<file path="config.mk">
export PLATFORM = sky130hd
export DESIGN_NAME = fifo_wptr_ctrl
export DESIGN_NICKNAME = d
export VERILOG_FILES = /design/src/rtl/fifo_wptr_ctrl.sv
export SDC_FILE = /design/constraint.sdc
export NUM_CORES = 1
export LEC_CHECK = 0
export CORE_ASPECT_RATIO = 0.8
export CORE_MARGIN = 2
export CORE_UTILIZATION = 45
export DETAILED_ROUTE_END_ITERATION = 12
export PLACE_DENSITY = 0.75
export SYNTH_ARGS = -nofsm -noshare
export SYNTH_HDL_FRONTEND = slang
export SYNTH_SLANG_ARGS = --single-unit
</file>
<file path="constraint.sdc">
create_clock -name clk -period 6.5 [get_ports clk]
set_input_delay 1.3 -clock clk [delete_from_list [all_inputs] [get_ports clk]]
set_output_delay 1.3 -clock clk [all_outputs]
set_load 0.02 [all_outputs]
</file>
<file path="src/rtl/fifo_wptr_ctrl.sv">
// Write-side pointer controller for the async FIFO: write address/strobe, Gray write pointer, full/occupancy flags.
// Optional almost-full flag built only when ASYNC_FIFO_ALMOST_FULL_EN is defined.
module fifo_wptr_ctrl #(
    parameter int unsigned ADDR_WIDTH   = 6,
    parameter int unsigned AFULL_THRESH = 56
) (
    input  logic                  clk,
    input  logic                  rst,
    input  logic                  winc,
    input  logic [ADDR_WIDTH:0]   wq2_rptr,
    output logic                  wen,
    output logic [ADDR_WIDTH-1:0] waddr,
    output logic [ADDR_WIDTH:0]   wptr,
    output logic                  wfull,
    output logic [ADDR_WIDTH:0]   wcount,
    output logic                  walmost_full,
    output logic                  woverflow
);
    localparam int unsigned PW    = ADDR_WIDTH + 1;
    localparam int unsigned DEPTH = 1 << ADDR_WIDTH;

    if (AFULL_THRESH < 1 || AFULL_THRESH > DEPTH) begin : g_bad_thresh
        $error("fifo_wptr_ctrl: AFULL_THRESH out of range 1..DEPTH");
    end

    logic [PW-1:0] wbin_q, wbin_d;
    logic [PW-1:0] wptr_q, wptr_d;
    logic [PW-1:0] wcount_q, wcount_d;
    logic          wfull_q, wfull_d;
    logic          woverflow_q, woverflow_d;
    logic [PW-1:0] rbin_sync;
    logic [PW-1:0] rptr_full_cmp;

    assign wen   = winc & ~wfull_q & ~rst;
    assign waddr = wbin_q[ADDR_WIDTH-1:0];

    always_comb begin
        rbin_sync = '0;
        for (int unsigned i = 0; i < PW; i++) begin
            rbin_sync[i] = ^(wq2_rptr >> i);
        end
    end

    // Full when the next write pointer equals the read pointer with its top two Gray bits inverted.
    assign rptr_full_cmp = {~wq2_rptr[PW-1:PW-2], wq2_rptr[PW-3:0]};

    always_comb begin
        wbin_d      = wbin_q + {{ADDR_WIDTH{1'b0}}, wen};
        wptr_d      = (wbin_d >> 1) ^ wbin_d;
        wcount_d    = wbin_d - rbin_sync;
        wfull_d     = (wptr_d == rptr_full_cmp);
        woverflow_d = woverflow_q | (winc & wfull_q);
    end

    always_ff @(posedge clk) begin
        if (rst) begin
            wbin_q      <= '0;
            wptr_q      <= '0;
            wcount_q    <= '0;
            wfull_q     <= 1'b0;
            woverflow_q <= 1'b0;
        end else begin
            wbin_q      <= wbin_d;
            wptr_q      <= wptr_d;
            wcount_q    <= wcount_d;
            wfull_q     <= wfull_d;
            woverflow_q <= woverflow_d;
        end
    end

`ifdef ASYNC_FIFO_ALMOST_FULL_EN
    localparam logic [PW-1:0] AFULL_THRESH_W = PW'(AFULL_THRESH);

    logic walmost_full_q, walmost_full_d;

    always_comb begin
        walmost_full_d = (wcount_d >= AFULL_THRESH_W);
    end

    always_ff @(posedge clk) begin
        if (rst) begin
            walmost_full_q <= 1'b0;
        end else begin
            walmost_full_q <= walmost_full_d;
        end
    end

    assign walmost_full = walmost_full_q;
`else
    assign walmost_full = 1'b0;
`endif

    assign wptr      = wptr_q;
    assign wcount    = wcount_q;
    assign wfull     = wfull_q;
    assign woverflow = woverflow_q;

endmodule

</file>
==> results_tabular.tex, run 1 <==
\begin{tabular}{lr}
\hline
Metric & Value \\
\hline
\multicolumn{2}{l}{\textbf{Status}} \\
Outcome & completed \\
\multicolumn{2}{l}{\textbf{Clock network}} \\
CTS H-Tree Depth & 1 \\
Post-CTS Resized & 0 \\
Clock insertion delay at the later pin of the skew report & 0.26 ns \\
CTS Buf Count & 3 \\
Clock tree from TritonCTS & built \\
Deepest clock path buffer count & 2 \\
Hold Buf Count CTS & 0 \\
Post-CTS setup buffers & 0 \\
Clock transition time at the flip-flop clock pins of the worst setup and hold paths & $\sim$0.080 ns \\
CTS Root Cell & sky130\_fd\_sc\_hd\_\_clkbuf\_8 \\
Sinks on Clock Net & 22 \\
\multicolumn{2}{l}{\textbf{Floorplanning}} \\
Core box area & roughly 3000 um2 \\
Area of the die & 3570 um2 \\
Initial Util & 46.3\% \\
Cell Rows & 18 \\
Count of boundary I/O pins & 34 \\
Die extent in x & 66.3 um \\
Overall die height & roughly 54 um \\
\multicolumn{2}{l}{\textbf{STA}} \\
Final critical path time including I/O delays and setup & 4.76 ns \\
Max-Slew Margin vs Limit & between 60\% and 70\% \\
Least-Margin Pin Slew & 0.529 ns \\
Worst hold slack across all endpoints & between 0.4 and 0.5 ns \\
Final Max Slew Viols & 0 \\
Sum of negative setup slack & 0 ns \\
RSZ-0062 raised after global routing & false \\
Period utilization & 73.3\% \\
Worst setup skew after layout & roughly 0.0010 ns \\
Hold Fails Final Rpt & 0 \\
Endpoints failing setup & 0 \\
Maximum frequency from static timing analysis & about 0.21 GHz \\
\multicolumn{2}{l}{\textbf{Cells and area}} \\
Share of final-layout standard cells stronger than drive strength 1 & roughly a tenth \\
Final core utilization & between 50 and 60\% \\
Total inserted antenna cells & 0 \\
Growth of design area from synthesis to finish & 29.4\% \\
Layout fillers & 271 \\
Final net count & 191 \\
\multicolumn{2}{l}{\textbf{Setup path}} \\
Maximum net fanout on the critical path & 9 \\
Family with the most delay on the worst path & XOR/XNOR gates \\
R2r startpoint & wfull \\
Slowest Stage Delay on Critical Path & 0.53 ns \\
Reg-to-reg slack, setup & $\sim$3.2 ns \\
Cell-by-cell trace of the critical path & clkdlybuf4s50\_1 > xnor3\_2 > xnor2\_4 > xnor2\_1 > xor2\_1 > xnor2\_1 > ha\_1 > inv\_1 > fa\_1 > nor3b\_1 > o32ai\_1 > mux2\_2 \\
Crit Path Class & primary input to flop \\
Data arrival at the endpoint of the critical path & approximately 4.9 ns \\
Cells on worst reg2reg path & 11 \\
Endpoint of the most critical setup path & wcount[6] \\
Most used cell along the critical path & sky130\_fd\_sc\_hd\_\_xnor2\_1 \\
Kind of launch point of the worst setup path & primary input \\
Buffers and inverters on the worst path & 2 \\
Critical path's slowest cell & sky130\_fd\_sc\_hd\_\_xnor3\_2 \\
Number of logic stages on the critical path including buffering & 12 \\
Kind of capture point of the worst setup path & flop \\
Crit Reg-Reg Endpoint & wcount[6] \\
Data required, critical path & 6.65 ns \\
Launching instance or port of the critical path & wq2\_rptr[6] \\
\multicolumn{2}{l}{\textbf{Power and ir drop}} \\
Peak supply drop & 0.111 mV \\
Logic gate share of total power & 34.3\% \\
Net switching fraction of the power & 29.4\% \\
Cell-internal power & 0.000266 W \\
Clock share of power & approximately a quarter \\
Sequential fraction of design power & 39.8\% \\
Cell area power density & between 200 and 250 nW/um2 \\
Net load switching power & roughly 0.00011 W \\
Leakage dissipation & between 0.7 and 0.8 nW \\
\multicolumn{2}{l}{\textbf{Placement}} \\
Sum of net half-perimeters after detailed placement & 2.01 mm \\
Quantity of I/O buffers inserted on ports & 32 \\
Gpl congestion & $\sim$0.8 \\
\multicolumn{2}{l}{\textbf{Yosys}} \\
Mean instance size in the synthesized netlist & 9.98 um2 \\
Share of the synthesized area in the top cell type & about a third \\
Area of the mapped netlist & 1400 um2 \\
Cell count after synthesis & 140 \\
Main synth FF type & sky130\_fd\_sc\_hd\_\_dfxtp\_1 \\
Synth warn & 0 \\
Top-count cell post-synth & sky130\_fd\_sc\_hd\_\_dfxtp\_1 \\
Cell type contributing the most total cell area after synthesis & sky130\_fd\_sc\_hd\_\_dfxtp\_1 \\
Seq cells post-synth & 22 \\
List of most frequent post-synthesis cells & sky130\_fd\_sc\_hd\_\_dfxtp\_1, sky130\_fd\_sc\_hd\_\_nor2\_1, sky130\_fd\_sc\_hd\_\_xnor2\_1, sky130\_fd\_sc\_hd\_\_inv\_1 \\
Async SR Flop Fraction & 0\% \\
Count of different cell masters after synthesis & 36 \\
Post-synthesis net count & around 160 \\
Main area contributors after synthesis & sky130\_fd\_sc\_hd\_\_dfxtp\_1, sky130\_fd\_sc\_hd\_\_xnor2\_1, sky130\_fd\_sc\_hd\_\_xnor3\_1 \\
Number of synthesized flops with an enable pin & 0 \\
Portion of the post-synthesis area used by sequential elements & 31.5\% \\
\multicolumn{2}{l}{\textbf{Worst hold path}} \\
Type of the worst min-delay path & flop to flop \\
\multicolumn{2}{l}{\textbf{Run}} \\
Count of maximum capacitance violations & 0 \\
\multicolumn{2}{l}{\textbf{GRT}} \\
Maximum number of pins on one net before global-route repair & 27 \\
Overall fraction of global-route tracks in use & 15.8\% \\
Antenna violations before repair & 0 \\
Wire length of the first global-routing pass & between 4 and 5 mm \\
Via count of the first global-routing pass & 943 \\
Overflow left after global routing & 0 \\
\multicolumn{2}{l}{\textbf{Route}} \\
DRT iter0 DRCs & 30 \\
Routed length on met3 & 99 um \\
Highest routed metal layer & met4 \\
Routed via count divided by cell count & 4.84 \\
Number of vias in the routed layout & 1,027 \\
DRC viols & 0 \\
Routed wire length on met2 & 1.20 mm \\
Length of the first detailed-routing pass in iterations & 4 \\
Post-Route WL & 2.58 mm \\
Post-DR wirelength/cell & 12.2 um \\
Remaining number of nets flagged by the antenna check after routing & 0 \\
Routed metal-1 wirelength & 1.26 mm \\
\hline
\end{tabular}
==> how the worst min path moves through the flow <==
| stage | from | end | slack (ns) | cells past startpoint |
|---|---|---|---|---|
| floorplan | woverflow | woverflow | 0.57 | 2 |
| global placement | woverflow | woverflow | 0.45 | 2 |
| detailed placement | woverflow | woverflow | 0.46 | 2 |
| CTS | woverflow | woverflow | 0.49 | 2 |
| global route | woverflow | woverflow | 0.54 | 2 |
| finish | woverflow | woverflow | 0.49 | 2 |
==> through the flow <==
step	std cells	area [um2]	setup WS [ns]	power, W
global route	212	1810	1.50	0.000400
global placement	208	1750	1.56	0.000281
floorplan	140	1400	1.70	0.000240
CTS	212	1810	1.71	0.000383
detailed placement	208	1750	1.43	0.000283
finish	212	1810	1.74	0.000377
==> area by class of cell <==
cell class / count / area [um2] / share of cell area, %
multi-input combinational: 105 / 905 / 50.0
sequential: 22 / 440 / 24.4
timing repair buffer: 33 / 328 / 18.1
clock buffer: 4 / 55.1 / 3.04
tap: 40 / 50.0 / 2.77
inverter: 8 / 30.0 / 1.66
==> logic make-up after synthesis <==
kind of cell / count (synthesis) / share of synthesized area [%]
mux: 5 / 3.94
xor+xnor: 32 / 29.9
buf+inv: 13 / 3.76
other cells: 1 / 0.268
simple gates: 45 / 16.4
compound gates: 14 / 6.54
fa+ha+maj: 8 / 7.70
flops: 22 / 31.5
==> sequential cells by signal, indices dropped and copies added, names as in the netlist <==
| signal | flops |
|---|---|
| wcount | 7 |
| woverflow | 1 |
| wptr | 6 |
| wbin_q | 7 |
| wfull | 1 |
==> routing by layer <==
metal / vias up / track usage [%]
li1: 523 / -
met1: 482 / 20.6
met2: 20 / 26.3
met3: 2 / 4.18
met4: 0 / 4.08
met5: - / 0
==> power groups by stage <==
stage / clock network (W) / registers (W) / logic, W
2_1_floorplan: 0 / 0.000169 / 0.0000711
4_1_cts: 0.000101 / 0.000150 / 0.000131
3_3_place_gp: 0 / 0.000153 / 0.000128
6_report: 0.0000976 / 0.000150 / 0.000129
3_5_place_dp: 0 / 0.000153 / 0.000130
5_1_grt: 0.000106 / 0.000151 / 0.000142
==> worst reg2reg max path, stage by stage, from the launching register on <==
cell	delay (ns)
sky130_fd_sc_hd__dfxtp_1	0.33
sky130_fd_sc_hd__nor3b_1	0.29
sky130_fd_sc_hd__ha_1	0.26
sky130_fd_sc_hd__ha_1	0.38
sky130_fd_sc_hd__nand3_1	0.14
sky130_fd_sc_hd__xor2_1	0.42
sky130_fd_sc_hd__inv_1	0.15
sky130_fd_sc_hd__ha_1	0.27
sky130_fd_sc_hd__a211oi_1	0.20
sky130_fd_sc_hd__o21ai_0	0.11
sky130_fd_sc_hd__o32ai_1	0.30
sky130_fd_sc_hd__mux2_2	0.36
==> cells in the final DEF (no fill, tap or decap), drive strengths merged, types with 5 or more instances in the layout <==
cell type,instances
clkdlybuf4s50,32
nand3,5
ha,7
xnor2,16
inv,8
dfxtp,22
nor2,21
nor2b,7
xnor3,5
xor2,11
No activity file was read; power rests on OpenSTA's default activity.
==> run 2: changes to the inputs <==
--- a/config.mk
+++ b/config.mk
@@ -7,9 +7,9 @@
 export LEC_CHECK = 0
 export CORE_ASPECT_RATIO = 0.8
 export CORE_MARGIN = 2
-export CORE_UTILIZATION = 45
+export CORE_UTILIZATION = 44
 export DETAILED_ROUTE_END_ITERATION = 12
-export PLACE_DENSITY = 0.75
+export PLACE_DENSITY = 0.76
 export SYNTH_ARGS = -nofsm -noshare
 export SYNTH_HDL_FRONTEND = slang
 export SYNTH_SLANG_ARGS = --single-unit
==> constraint.sdc (replaced) <==
create_clock -name clk -period 4.3 [get_ports clk]
set_input_delay 0.86 -clock clk [delete_from_list [all_inputs] [get_ports clk]]
set_output_delay 0.86 -clock clk [all_outputs]
set_load 0.02 [all_outputs]
==> run 2 against run 1 <==
Against the previous run: first-iteration DRC count decreased by 50%; utilization is 0.79 points higher; clock-buffer cell count decreased by 1; final area rose by 2.8%; via count is 2.6% higher; wire length increased by 7.0%; die area rose by 2.1%; clock power increased by 30%; register-to-register slack worse by 2.0 ns; power rose by 50%; non-clock buffer count is 8 higher; global-route usage rose by 1.4 points; largest cell class unchanged; largest power group unchanged.
==> results_tabular.tex, run 2 (same netlist as run 1, synthesis figures left out) <==
\begin{tabular}{lr}
\hline
Metric & Value \\
\hline
\multicolumn{2}{l}{\textbf{Setup path}} \\
Kind of launch point of the worst setup path & primary input \\
Data required, critical path & $\sim$4.5 ns \\
Maximum net fanout on the critical path & 4 \\
Data arrival at the endpoint of the critical path & between 4 and 5 ns \\
Kind of capture point of the worst setup path & flop \\
Crit Path Class & primary input to flop \\
\multicolumn{2}{l}{\textbf{STA}} \\
RSZ-0062 raised after global routing & false \\
Maximum frequency from static timing analysis & 0.249 GHz \\
Sum of negative setup slack & 0 ns \\
Worst hold slack across all endpoints & 0.477 ns \\
Hold Fails Final Rpt & 0 \\
Final critical path time including I/O delays and setup & around 4.0 ns \\
Worst setup skew after layout & 0.00701 ns \\
Least-Margin Pin Slew & 0.493 ns \\
Endpoints failing setup & 0 \\
Period utilization & 93.5\% \\
Final Max Slew Viols & 0 \\
Max-Slew Margin vs Limit & 67.0\% \\
\multicolumn{2}{l}{\textbf{GRT}} \\
Maximum number of pins on one net before global-route repair & 26 \\
Antenna violations before repair & 0 \\
Overflow left after global routing & 0 \\
Overall fraction of global-route tracks in use & 17.2\% \\
Via count of the first global-routing pass & 1,042 \\
Wire length of the first global-routing pass & 4.61 mm \\
\multicolumn{2}{l}{\textbf{Power and ir drop}} \\
Cell area power density & slightly above 300 nW/um2 \\
Sum of internal, switching and leakage power & between 0.0005 and 0.0006 W \\
Leakage dissipation & 0.779 nW \\
Peak supply drop & 0.186 mV \\
\multicolumn{2}{l}{\textbf{Cells and area}} \\
Layout fillers & 267 \\
Final core utilization & 60.7\% \\
Top library cells by usage in the layout, fill and taps aside & sky130\_fd\_sc\_hd\_\_clkdlybuf4s50\_1, sky130\_fd\_sc\_hd\_\_dfxtp\_1, sky130\_fd\_sc\_hd\_\_nor2\_1 \\
Multi-input gate area in the final layout & 910 um2 \\
Share of final-layout standard cells stronger than drive strength 1 & 14.5\% \\
Final net count & 199 \\
Sequential cell area & 440 um2 \\
Post-Layout Cell Count & between 200 and 250 \\
Leading cell type in the layout, fill and taps excluded & sky130\_fd\_sc\_hd\_\_clkdlybuf4s50\_1 \\
Total inserted antenna cells & 0 \\
Growth of design area from synthesis to finish & 33.0\% \\
\multicolumn{2}{l}{\textbf{Status}} \\
Outcome & completed \\
\multicolumn{2}{l}{\textbf{Clock network}} \\
CTS Root Cell & sky130\_fd\_sc\_hd\_\_clkbuf\_8 \\
Clock insertion delay at the later pin of the skew report & 0.26 ns \\
Hold Buf Count CTS & 0 \\
Clock transition time at the flip-flop clock pins of the worst setup and hold paths & roughly 0.070 ns \\
Post-CTS setup buffers & 0 \\
CTS H-Tree Depth & 1 \\
Sinks on Clock Net & 22 \\
CTS Buf Count & 3 \\
Clock tree from TritonCTS & built \\
Deepest clock path buffer count & 2 \\
Post-CTS Resized & 0 \\
\multicolumn{2}{l}{\textbf{Placement}} \\
Placed cells & 216 \\
Sum of net half-perimeters after detailed placement & 2.12 mm \\
Quantity of I/O buffers inserted on ports & 32 \\
Gpl congestion & 0.870 \\
\multicolumn{2}{l}{\textbf{Route}} \\
Remaining number of nets flagged by the antenna check after routing & 0 \\
DRC viols & 0 \\
DRT iter0 DRCs & 15 \\
Post-Route WL & 2.77 mm \\
Number of vias in the routed layout & 1,054 \\
Routed via count divided by cell count & 4.81 \\
Post-DR wirelength/cell & approximately 13 um \\
Length of the first detailed-routing pass in iterations & 4 \\
\multicolumn{2}{l}{\textbf{Run}} \\
Count of maximum capacitance violations & 0 \\
\multicolumn{2}{l}{\textbf{Floorplanning}} \\
Cell Rows & 18 \\
Count of boundary I/O pins & 34 \\
Initial Util & 45.6\% \\
Core box area & between 3000 and 4000 um2 \\
Overall die height & 54.4 um \\
Die extent in x & between 60 and 70 um \\
Area of the die & 3650 um2 \\
\multicolumn{2}{l}{\textbf{Worst hold path}} \\
Type of the worst min-delay path & flop to flop \\
\hline
\end{tabular}
## run 2: cell count changes in the layout (fill, tap and decap cells not counted)
cell                       delta
sky130_fd_sc_hd__nor3b_2      +1
sky130_fd_sc_hd__buf_4        +8
sky130_fd_sc_hd__nor3b_1      -1
sky130_fd_sc_hd__clkbuf_8     -1
## run 2: layout make-up
class / count / area share [%]
sequential: 22 / 23.7
clock buffer: 3 / 2.22
tap: 40 / 2.69
multi-input combinational: 105 / 48.9
timing repair buffer: 41 / 20.9
inverter: 8 / 1.62
## run 2: per-layer routing
metal  up-vias  wire length, um  GRT usage, %
li1        543                -             -
met1       481             1310          22.4
met2        25             1320          29.0
met3         5              118          4.32
met4         0               24          4.08
met5         -                0             0
## run 2: stage by stage
stage	area, um2	worst slack, ns
floorplan	1400	0.205
global placement	1820	0.0862
detailed placement	1820	0.0326
CTS	1860	0.287
global route	1860	0.108
finish	1860	0.279
## run 2: worst max-delay path, cell delays in order
cell and delay (ns):
sky130_fd_sc_hd__clkdlybuf4s50_1 0.49, sky130_fd_sc_hd__xnor3_2 0.48, sky130_fd_sc_hd__xnor2_4 0.16, sky130_fd_sc_hd__xnor2_1 0.25, sky130_fd_sc_hd__xor2_1 0.27, sky130_fd_sc_hd__xnor2_1 0.15
sky130_fd_sc_hd__ha_1 0.18, sky130_fd_sc_hd__inv_1 0.05, sky130_fd_sc_hd__fa_1 0.43, sky130_fd_sc_hd__nor3b_1 0.17, sky130_fd_sc_hd__o32ai_1 0.31, sky130_fd_sc_hd__mux2_2 0.37
## run 2: path summary, 6_finish.rpt
check                                  from   endpoint  slack [ns]  cells after the start
worst max register to register        wfull  wcount[6]        1.21                     11
worst min register to register    woverflow  woverflow        0.48                      2
worst max-delay path            wq2_rptr[6]  wcount[6]        0.28                     12
worst min-delay path              woverflow  woverflow        0.48                      2
## run 2: where the power goes
part	leakage [nW]	switching, W	internal (W)	total, W
sequential	0.180	0.00000606	0.000222	0.000228
clock	0.0216	0.0000641	0.0000626	0.000127
combinational	0.578	0.000101	0.000112	0.000212
total	0.779	0.000171	0.000396	0.000567
==> run 3: changes to the inputs <==
--- a/config.mk
+++ b/config.mk
@@ -5,9 +5,11 @@
 export SDC_FILE = /design/constraint.sdc
 export NUM_CORES = 1
 export LEC_CHECK = 0
+export CELL_PAD_IN_SITES_DETAIL_PLACEMENT = 2
+export CELL_PAD_IN_SITES_GLOBAL_PLACEMENT = 2
 export CORE_ASPECT_RATIO = 0.8
 export CORE_MARGIN = 2
-export CORE_UTILIZATION = 44
+export CORE_UTILIZATION = 27
 export DETAILED_ROUTE_END_ITERATION = 12
 export PLACE_DENSITY = 0.76
 export SYNTH_ARGS = -nofsm -noshare
==> run 3 against run 2 <==
Against the previous run: highest routed layer unchanged; via count grew 5.3%; critical path type unchanged; wire length grew 38%; clock power is essentially flat; largest power group unchanged; first-iteration DRC count grew 13%; utilization shrank 23 points.
==> results_tabular.tex, run 3 (same netlist as run 1, synthesis figures left out) <==
\begin{tabular}{lr}
\hline
Metric & Value \\
\hline
\multicolumn{2}{l}{\textbf{Placement}} \\
Pre-CTS WS & -0.0606 ns \\
Sum of net half-perimeters after detailed placement & approximately 3.0 mm \\
Quantity of I/O buffers inserted on ports & 32 \\
Gpl congestion & 0.830 \\
\multicolumn{2}{l}{\textbf{STA}} \\
Least-Margin Pin Slew & 0.582 ns \\
Hold Fails Final Rpt & 0 \\
Final Max Slew Viols & 0 \\
Worst setup skew after layout & 0.00284 ns \\
Period utilization & 94.3\% \\
Max-Slew Margin vs Limit & 61.0\% \\
Final critical path time including I/O delays and setup & roughly 4.1 ns \\
Worst Slack Setup Final & 0.245 ns \\
RSZ-0062 raised after global routing & false \\
Maximum frequency from static timing analysis & 0.247 GHz \\
Endpoints failing setup & 0 \\
Worst hold slack across all endpoints & 0.486 ns \\
\multicolumn{2}{l}{\textbf{Route}} \\
Highest routed metal layer & met4 \\
Remaining number of nets flagged by the antenna check after routing & 0 \\
DRC viols & 0 \\
Routed metal-1 wirelength & 1.80 mm \\
Length of the first detailed-routing pass in iterations & 4 \\
Post-DR wirelength/cell & roughly 16 um \\
Post-Route WL & 3.82 mm \\
DRT iter0 DRCs & 17 \\
Routed via count divided by cell count & about 4.6 \\
Routed length on met3 & 168 um \\
Number of vias in the routed layout & roughly 1.1k \\
Routed wire length on met2 & between 1.5 and 2 mm \\
\multicolumn{2}{l}{\textbf{Setup path}} \\
R2r startpoint & wfull \\
Crit Path Class & primary input to flop \\
Cells on worst reg2reg path & 11 \\
Reg-to-reg slack, setup & 1.20 ns \\
Data arrival at the endpoint of the critical path & 4.21 ns \\
Kind of capture point of the worst setup path & flop \\
Launching instance or port of the critical path & wq2\_rptr[6] \\
Data required, critical path & 4.45 ns \\
Crit Reg-Reg Endpoint & wcount[6] \\
Maximum net fanout on the critical path & 4 \\
Kind of launch point of the worst setup path & primary input \\
\multicolumn{2}{l}{\textbf{Power and ir drop}} \\
Sum of internal, switching and leakage power & approximately 0.00058 W \\
Cell area power density & $\sim$310 nW/um2 \\
Leakage dissipation & 0.785 nW \\
Peak supply drop & 0.159 mV \\
\multicolumn{2}{l}{\textbf{GRT}} \\
Overflow left after global routing & 0 \\
Antenna violations before repair & 0 \\
Maximum number of pins on one net before global-route repair & 26 \\
Wire length of the first global-routing pass & 6.46 mm \\
Overall fraction of global-route tracks in use & 14.6\% \\
Via count of the first global-routing pass & 1,241 \\
\multicolumn{2}{l}{\textbf{Floorplanning}} \\
Count of boundary I/O pins & 34 \\
Die extent in x & roughly 84 um \\
Cell Rows & 23 \\
Initial Util & 27.9\% \\
Area of the die & 5770 um2 \\
Core box area & 5010 um2 \\
Overall die height & 68.4 um \\
\multicolumn{2}{l}{\textbf{Cells and area}} \\
Sequential cell area & 440 um2 \\
Final core utilization & 37.8\% \\
Multi-input gate area in the final layout & 917 um2 \\
Growth of design area from synthesis to finish & 35.5\% \\
Top library cells by usage in the layout, fill and taps aside & sky130\_fd\_sc\_hd\_\_clkdlybuf4s50\_1, sky130\_fd\_sc\_hd\_\_dfxtp\_1, sky130\_fd\_sc\_hd\_\_nor2\_1 \\
Final net count & $\sim$200 \\
Share of final-layout standard cells stronger than drive strength 1 & 15.1\% \\
Layout fillers & 560 \\
Leading cell type in the layout, fill and taps excluded & sky130\_fd\_sc\_hd\_\_clkdlybuf4s50\_1 \\
Total inserted antenna cells & 0 \\
\multicolumn{2}{l}{\textbf{Clock network}} \\
Sinks on Clock Net & 22 \\
Clock insertion delay at the later pin of the skew report & 0.26 ns \\
CTS H-Tree Depth & 1 \\
Deepest clock path buffer count & 2 \\
CTS Buf Count & 3 \\
Hold Buf Count CTS & 0 \\
Clock tree from TritonCTS & built \\
CTS Root Cell & sky130\_fd\_sc\_hd\_\_clkbuf\_8 \\
Clock transition time at the flip-flop clock pins of the worst setup and hold paths & 0.08 ns \\
\multicolumn{2}{l}{\textbf{Worst hold path}} \\
Worst Min Path Start & woverflow \\
Type of the worst min-delay path & flop to flop \\
Destination of the worst hold path & woverflow \\
Min-Delay Path Depth & 2 \\
\multicolumn{2}{l}{\textbf{Status}} \\
Outcome & completed \\
\multicolumn{2}{l}{\textbf{Run}} \\
Count of maximum capacitance violations & 0 \\
\hline
\end{tabular}
run 3: changes by cell type in the layout (fill, tap and decap cells not counted):
cell                      before  now
sky130_fd_sc_hd__xnor2_1      14   13
sky130_fd_sc_hd__xnor2_2       1    2
run 3: where the power goes:
part | switching, W | leakage [nW] | internal [W] | total [W]
sequential | 0.00000664 | 0.180 | 0.000222 | 0.000229
clock | 0.0000651 | 0.0216 | 0.0000625 | 0.000128
combinational | 0.000110 | 0.583 | 0.000114 | 0.000225
total | 0.000182 | 0.785 | 0.000399 | 0.000581
run 3: through the flow:
stage          std cells  setup TNS [ns]  cell area, um2
6_report             241               0            1890
5_1_grt              241               0            1890
4_1_cts              241               0            1890
3_5_place_dp         238         -0.0606            1850
3_3_place_gp         238               0            1850
2_1_floorplan        140               0            1400
run 3: what timing repair did:
| action | CTS | global route |
|---|---|---|
| setup endpoints to repair | 0 | 1 |
| setup buffers | 0 | 0 |
| gates resized for setup | 0 | 1 |
run 3: worst max-delay path by stage:
stage | cells past startpoint | slack [ns] | end
3_3_place_gp | 12 | 0.10 | wcount[6]
2_1_floorplan | 13 | 0.21 | wcount[6]
3_5_place_dp | 12 | -0.06 | wcount[6]
6_report | 12 | 0.24 | wcount[6]
5_1_grt | 12 | 0.09 | wcount[6]
4_1_cts | 12 | 0.15 | wcount[6]
run 3: worst max-delay path, cell delays in order:
cell                              delay (ns)
sky130_fd_sc_hd__clkdlybuf4s50_1        0.49
sky130_fd_sc_hd__xnor3_2                0.48
sky130_fd_sc_hd__xnor2_4                0.17
sky130_fd_sc_hd__xnor2_2                0.21
sky130_fd_sc_hd__xor2_1                 0.32
sky130_fd_sc_hd__xnor2_1                0.17
sky130_fd_sc_hd__ha_1                   0.19
sky130_fd_sc_hd__inv_1                  0.06
sky130_fd_sc_hd__fa_1                   0.43
sky130_fd_sc_hd__nor3b_1                0.17
sky130_fd_sc_hd__o32ai_1                0.29
sky130_fd_sc_hd__mux2_2                 0.36
run 3: per-layer routing:
metal  up-vias  track usage (%)
li1        541                -
met1       538             18.0
met2        29             26.7
met3         2             3.86
met4         0             2.38
met5         -                0
run 3: layout make-up:
type | instances | share of cell area, %
well taps | 62 | 4.10
repair buffers | 41 | 20.5
flip-flops and latches | 22 | 23.2
clock buffers | 3 | 2.18
multi-input cells | 105 | 48.4
inverters | 8 | 1.59
